File: src/rtl/matrix_pkg.sv
// Shared definitions for the matrix stream loader and the transposer bench.
// Holds the default geometry, the loader state encoding and the slot
// position helper that both sides use to agree on the flattened layout.
package matrix_pkg;

    localparam int MATRIX_SIZE_DEF = 4;
    localparam int DATA_WIDTH_DEF  = 8;

    // Loader state: collecting elements, or holding a finished matrix.
    typedef enum logic [0:0] {
        FILL = 1'b0,
        FULL = 1'b1
    } state_e;

    // MSB position of the k-th row-major element; element 0 sits in the MSBs.
    function automatic int slot_msb(input int k,
                                    input int n = MATRIX_SIZE_DEF,
                                    input int w = DATA_WIDTH_DEF);
        return n * n * w - 1 - k * w;
    endfunction

endpackage

File: src/rtl/matrix_stream_loader.sv
// matrix_stream_loader: collects MATRIX_SIZE*MATRIX_SIZE elements arriving
// one per handshake in row-major order and presents them as one flattened
// word (element (0,0) in the MSBs) on a valid/ready output.
// Optional framing check: define MATRIX_LOADER_LAST_CHECK_EN to add the
// in_last input and the sticky frame_err output.
module matrix_stream_loader
    import matrix_pkg::*;
#(
    parameter int MATRIX_SIZE = MATRIX_SIZE_DEF,
    parameter int DATA_WIDTH  = DATA_WIDTH_DEF
) (
    input  logic                                        clk,
    input  logic                                        rst_n,
    input  logic                                        clear,
    input  logic [DATA_WIDTH-1:0]                       in_data,
    input  logic                                        in_valid,
`ifdef MATRIX_LOADER_LAST_CHECK_EN
    input  logic                                        in_last,
    output logic                                        frame_err,
`endif
    output logic                                        in_ready,
    output logic [MATRIX_SIZE*MATRIX_SIZE*DATA_WIDTH-1:0] mat_out,
    output logic                                        mat_valid,
    input  logic                                        mat_ready
);

    localparam int NELEM = MATRIX_SIZE * MATRIX_SIZE;
    localparam int TOTW  = NELEM * DATA_WIDTH;
    localparam int CW    = $clog2(NELEM + 1);

    state_e          state_q, state_d;
    logic [CW-1:0]   count_q, count_d;
    logic [TOTW-1:0] mat_q, mat_d;
    logic            ready_q, ready_d;
    logic            valid_q, valid_d;
    logic            accept;
    logic            consume;
    logic            last_elem;
    logic [NELEM-1:0] slot_we;
`ifdef MATRIX_LOADER_LAST_CHECK_EN
    logic            frame_err_q, frame_err_d;
`endif

    // clear outranks both handshakes, so neither side can fire in its cycle.
    assign accept    = in_valid && ready_q && !clear;
    assign consume   = valid_q && mat_ready && !clear;
    assign last_elem = (count_q == CW'(NELEM - 1));

    // One write strobe per slot, selected by the running element count.
    genvar gi;
    generate
        for (gi = 0; gi < NELEM; gi++) begin : g_slot
            assign slot_we[gi] = accept && (count_q == CW'(gi));
        end
    endgenerate

    // Slot write decoder: only the addressed element is replaced.
    always_comb begin
        mat_d = mat_q;
        for (int k = 0; k < NELEM; k++) begin
            if (slot_we[k]) begin
                mat_d[slot_msb(k, MATRIX_SIZE, DATA_WIDTH) -: DATA_WIDTH] = in_data;
            end
        end
    end

    // Next-state logic for the FILL/FULL controller and the element counter.
    always_comb begin
        state_d = state_q;
        count_d = count_q;
`ifdef MATRIX_LOADER_LAST_CHECK_EN
        frame_err_d = frame_err_q;
`endif
        if (clear) begin
            state_d = FILL;
            count_d = '0;
`ifdef MATRIX_LOADER_LAST_CHECK_EN
            frame_err_d = 1'b0;
`endif
        end else begin
            case (state_q)
                FILL: begin
                    if (accept) begin
`ifdef MATRIX_LOADER_LAST_CHECK_EN
                        if (in_last && !last_elem) begin
                            // Early end of frame: drop the partial matrix.
                            frame_err_d = 1'b1;
                            count_d     = '0;
                        end else begin
                            if (!in_last && last_elem) begin
                                frame_err_d = 1'b1;
                            end
`endif
                            if (last_elem) begin
                                state_d = FULL;
                                count_d = '0;
                            end else begin
                                count_d = count_q + 1'b1;
                            end
`ifdef MATRIX_LOADER_LAST_CHECK_EN
                        end
`endif
                    end
                end
                FULL: begin
                    if (consume) begin
                        state_d = FILL;
                    end
                end
                default: begin
                    state_d = FILL;
                    count_d = '0;
                end
            endcase
        end
        // Handshake flags are registered copies of the next state.
        ready_d = (state_d == FILL);
        valid_d = (state_d == FULL);
    end

    // State registers; reset clears everything including the matrix word.
    always_ff @(posedge clk or negedge rst_n) begin
        if (!rst_n) begin
            state_q <= FILL;
            count_q <= '0;
            mat_q   <= '0;
            ready_q <= 1'b0;
            valid_q <= 1'b0;
`ifdef MATRIX_LOADER_LAST_CHECK_EN
            frame_err_q <= 1'b0;
`endif
        end else begin
            state_q <= state_d;
            count_q <= count_d;
            mat_q   <= mat_d;
            ready_q <= ready_d;
            valid_q <= valid_d;
`ifdef MATRIX_LOADER_LAST_CHECK_EN
            frame_err_q <= frame_err_d;
`endif
        end
    end

    assign in_ready  = ready_q;
    assign mat_valid = valid_q;
    assign mat_out   = mat_q;
`ifdef MATRIX_LOADER_LAST_CHECK_EN
    assign frame_err = frame_err_q;
`endif

endmodule
File: config.mk
export PLATFORM = sky130hd
export DESIGN_NAME = matrix_stream_loader
export DESIGN_NICKNAME = d
export VERILOG_FILES = /design/src/rtl/matrix_pkg.sv /design/src/rtl/matrix_stream_loader.sv
export SDC_FILE = /design/constraint.sdc
export NUM_CORES = 1
export LEC_CHECK = 0
export ABC_AREA = 1
export CAP_MARGIN = 5
export CORE_ASPECT_RATIO = 1.75
export CORE_UTILIZATION = 31
export CTS_CLUSTER_SIZE = 40
export DETAILED_ROUTE_END_ITERATION = 7
export GPL_ROUTABILITY_DRIVEN = 0
export PLACE_DENSITY = 0.6
export SLEW_MARGIN = 25
export SYNTH_ARGS = -nofsm -noshare
export SYNTH_HDL_FRONTEND = slang
export SYNTH_SLANG_ARGS = --single-unit
File: constraint.sdc
create_clock -name clk -period 2.07 [get_ports clk]
set_input_delay 0.3105 -clock clk [delete_from_list [all_inputs] [get_ports clk]]
set_output_delay 0.3105 -clock clk [all_outputs]
set_load 0.1 [all_outputs]
* Word-level counts from Yosys, hierarchy flattened
Index checks and enable logic that the tools add are counted.
** Word-level totals
- Flip-flop bits (word level) :: 135
- Input port bits :: 13
- Logic and storage cells :: 71
** Operators by class
- $add $sub $neg :: 1
- Equality and inequality tests :: 16
- Mux-type cells :: 9
- Bitwise gates (word level) :: 2
- Reductions and logical operators :: 24
** Operators by type and width (count)
- 5-bit by 4-bit equality test with 1-bit output, second input constant :: 8
- 5-bit by 3-bit equality test with 1-bit output, second input constant :: 4
- 1-bit logical AND :: 20
- 5-bit 2-to-1 mux :: 4
- 5-bit by 2-bit equality test with 1-bit output, second input constant :: 2
- 5-bit by 1-bit adder with 5-bit output, second input constant :: 1
- 5-bit by 1-bit equality test with 1-bit output, second input constant :: 1
- 5-bit logical NOT :: 1
- 1-bit 2-to-1 mux :: 4
- 2-bit inequality test, second input constant :: 1
- 1-bit inverter :: 2
- 1-bit case mux with 2 select lines :: 1
- 2-bit AND reduction :: 1
- 2-bit nonzero test :: 1
- 1-bit logical NOT :: 1

* Logic depth before layout (Yosys ltp)
- Word-level depth :: 6
- Mapped depth :: 8
- Mapped depth without buffers :: 8

* Least setup slack after synthesis
Ideal clock, no wire load.
- Path type :: reg2reg
- Start :: register ready_q (netlist: in_ready)
- End :: register mat_q[37] (netlist: mat_out[37])
- Library setup time :: 132 ps
- Arrival :: 1995 ps
- Required time :: 1938 ps
- Slack :: -57 ps
- Stages on the path, launching flop included :: 8
- Buffers on the path :: 2
- Period minus slack after synthesis :: 2127 ps
- Path through :: dfrtp_1 -> nand2_2 -> nor2_8 -> buf_8 -> nand3_4 -> buf_2 -> nand2_1 -> o21ai_1
** Between the ends
- Longest elaborated chain between the ends :: 3
** RTL lines
- start: declaration :: line matrix_stream_loader.sv:34 : logic ready_q, ready_d;
- start signal: assignment :: line matrix_stream_loader.sv:136 : ready_q <= ready_d;
- 1-bit logical AND (2 in a row) :: line matrix_stream_loader.sv:45 : assign accept = in_valid && ready_q && !clear;
- 1-bit logical AND :: line matrix_stream_loader.sv:53 : assign slot_we[gi] = accept && (count_q == CW'(gi));
- end signal: assignment :: line matrix_stream_loader.sv:135 : mat_q <= mat_d;
- end: declaration :: line matrix_stream_loader.sv:33 : logic [TOTW-1:0] mat_q, mat_d;
Every way passes these cells.
A chain may end at the register's enable or synchronous reset.

* Worst setup path in the final report
- Start :: register count_q[0]
- End :: register mat_q[125] (netlist: mat_out[125])
** Between the ends
- Longest elaborated chain between the ends :: 2
** RTL lines
- start: declaration :: line matrix_stream_loader.sv:32 : logic [CW-1:0] count_q, count_d;
- start signal: assignment :: line matrix_stream_loader.sv:134 : count_q <= count_d;
- 5-bit logical NOT :: line matrix_stream_loader.sv:53
- 1-bit logical AND :: line matrix_stream_loader.sv:53
Every way passes these cells.

==> results.cfg <==
[synth]
ys_warn_count = 0
synth_cells = 493
yosys_most_used_dff = dfrtp_1
synthMuxAreaShare_pct = 0
synth_fa_ha_area_share_pct = 0.956
synth_top_family_by_area = simple AND/OR/NAND/NOR gates
synth_nets = 510
synth_edf_count = 0
seq_area_frac_synth_pct = 64.5
synth_compound_area_share_pct = 12.8
yosys.area_share.simple_pct = 17.5
synth_cell_types = 23
synth_async_sr_flop_share_pct = 100
syn_area_um2 = 5240
synth-xor-area-share_pct = 0
synth_common_cells = 140 x nand2_1, 135 x dfrtp_1, 127 x o21ai_1
ys_top_cells_by_area = dfrtp_1 65%, o21ai_1 12%, nand2_1 10%, nand3_4 3.7%, inv_1 1.2%
ys_ff_latch = 135
synth_top_area_share_pct = 64.5
yosysMostFrequentCell = nand2_1
synth_area_per_cell_um2 = 10.6
synth_largest_area_cell = dfrtp_1

[floorplanning]
initial_core_util_pct = 31.8
die_h_um = 174
ios = 143
core_um2 = 16400
die_area_um2 = 17400
die_x_um = 100
num_rows = 62

[clocking]
clk_pin_slew_ns = 0.06
clk_latency_ns = 0.41
hold_buffers = 1
cts_buffers = 17
tritoncts = built
cts_setup_buffers = 0
ctsResizeCount = 0
cts_sinks = 135
ctsHtreeMaxLevel = 4
root_buffer = clkbuf_16
clock_path_buffers = 2

[drt]
wl_um = 14800
drc_errors = 0
avgRoutedWirePerCell_um = 16.8
ant_nets = 0
firstDrtPassIters = 4
via_count = 4055
drt_iter0_drc = 156
avgViaCountPerCell = 4.61

[final_layout]
nNetsFinal = 660
multi_input_area_um2 = 1630
seqCellArea_um2 = 3380
area_delta_synth_final_pct = 38.5
nFillCells = 1646
final_area_um2 = 7250
drive_gt1_share_pct = 31.3
num_antenna_cells = 0

[sta]
finClkSkew_ns = 0.00877
max_freq_mhz = 607
hold_slack_ns = 0.342
finalCriticalPeriod_ns = 1.65
timing.slew.headroom_pct = 47.2
setup_viol = 0
worst-slew-pin-transition_ns = 0.791
finalWorstSetupSlack_ns = 0.422
min_period_over_period_pct = 79.6
maxSlewViolCount = 0
finalSetupTns_ns = 0
rsz0062_at_grt = false
finalHoldViolations = 0

[global_route]
track_usage_pct = 18.0
grt_antenna_before_repair = 0
grt_pass1_wl_um = 23300
grt.overflow.total = 0
grt_pass1_vias = 4147
grt_max_degree = 61

[run]
max-cap-violations = 0

[power_and_ir_drop]
power.density_nw_per_um2 = 1180
total_power_w = 0.00858
p_leak_nw = 3.51
vdd_drop_max_mv = 0.905

[worst_setup_path]
cp_slowest_cell = dfrtp_1
critPathArrivalTime_ns = 1.91
critPathLaunchType = register
path_buf_inv = 2
crit_type = reg2reg
setup.worst_path.end_class = register
worst_path_most_repeated_cell = inv_1
critPathTopFamily = simple AND/OR/NAND/NOR gates
crit_required_ns = 2.33
crit_fanout = 16
critPathMaxStageDelay_ns = 0.40
r2r_setup_slack_ns = 0.42
path_cells = inv_1 -> ha_1 -> inv_1 -> nor2_4 -> nand3_2 -> nand2_1 -> o21ai_1

[place]
post-place-ws_ns = 0.217
portBuffers = 142
place_area_um2 = 6600
place_hpwl_um = 10400

[outcome]
status = completed

[hold_path]
hold_path_class = in2async
cells by family (layout without fill, tap and decap cells):
group | count (synthesis) | count (layout)
AOI/OAI and AO/OA | 133 | 133
adders and majority gates | 4 | 4
buffers and inverters | 45 | 208
DFF | 135 | 135
and+or+nand+nor | 176 | 176
worst reg2reg max path, stage by stage, from the launching register on:
cell and delay (ns):
dfrtp_1 0.40, inv_1 0.15, ha_1 0.16, inv_1 0.05, nor2_4 0.21, nand3_2 0.32, nand2_1 0.14, o21ai_1 0.07
sequential cells by signal, summed over array words and instances (netlist names):
signal,count
mat_valid,1
count_q,5
in_ready,1
mat_out,128
cell type report:
cell class,count,share of cell area [%]
clock buffers,18,5.92
multi-input cells,313,22.5
well taps,224,3.86
inverters,20,1.04
repair buffers,156,17.1
flip-flops and latches,135,46.6
clock inverters,14,2.93
path summary, 6_finish.rpt:
| check | start | to | depth (start not counted) |
|---|---|---|---|
| max reg2reg | count_q[0] | mat_out[125] | 7 |
| min reg2reg | mat_out[47] | mat_out[47] | 2 |
| max | count_q[0] | mat_out[125] | 7 |
| min | rst_n | mat_out[107] | 2 |
| min in group clk | mat_out[47] | mat_out[47] | 2 |
| max in group asynchronous | rst_n | mat_out[72] | 3 |
stage by stage:
stage / cells / utilization (%)
global placement: 847 / 40.1
CTS: 880 / 44.1
detailed placement: 847 / 40.1
floorplan: 493 / -
finish: 880 / 44.1
global route: 880 / 44.1
report_power, final:
| group | internal, W | switching (W) |
|---|---|---|
| combinational | 0.000417 | 0.00192 |
| clock | 0.00206 | 0.00120 |
| sequential | 0.00285 | 0.000139 |
layout by cell type (no fill, tap or decap), drive strengths merged:
cell	Yosys	layout
nand2	141	141
bufinv	0	4
clkbuf	5	18
ha	4	4
clkinv	0	3
nand3	18	18
nor2	14	14
buf	20	144
dlygate4sd3	0	1
dfrtp	135	135
a21oi	2	2
nand4	3	3
o21ai	131	131
inv	20	27
clkdlybuf4s50	0	11
routing by layer:
metal / up-vias / wire (um) / track usage (%)
met3: 17 / 675 / 4.06
met1: 1978 / 5750 / 20.0
li1: 1938 / - / -
met5: - / 0 / 0
met2: 122 / 8070 / 32.5
met4: 0 / 263 / 7.25
Power figures use the tool's default switching activity.
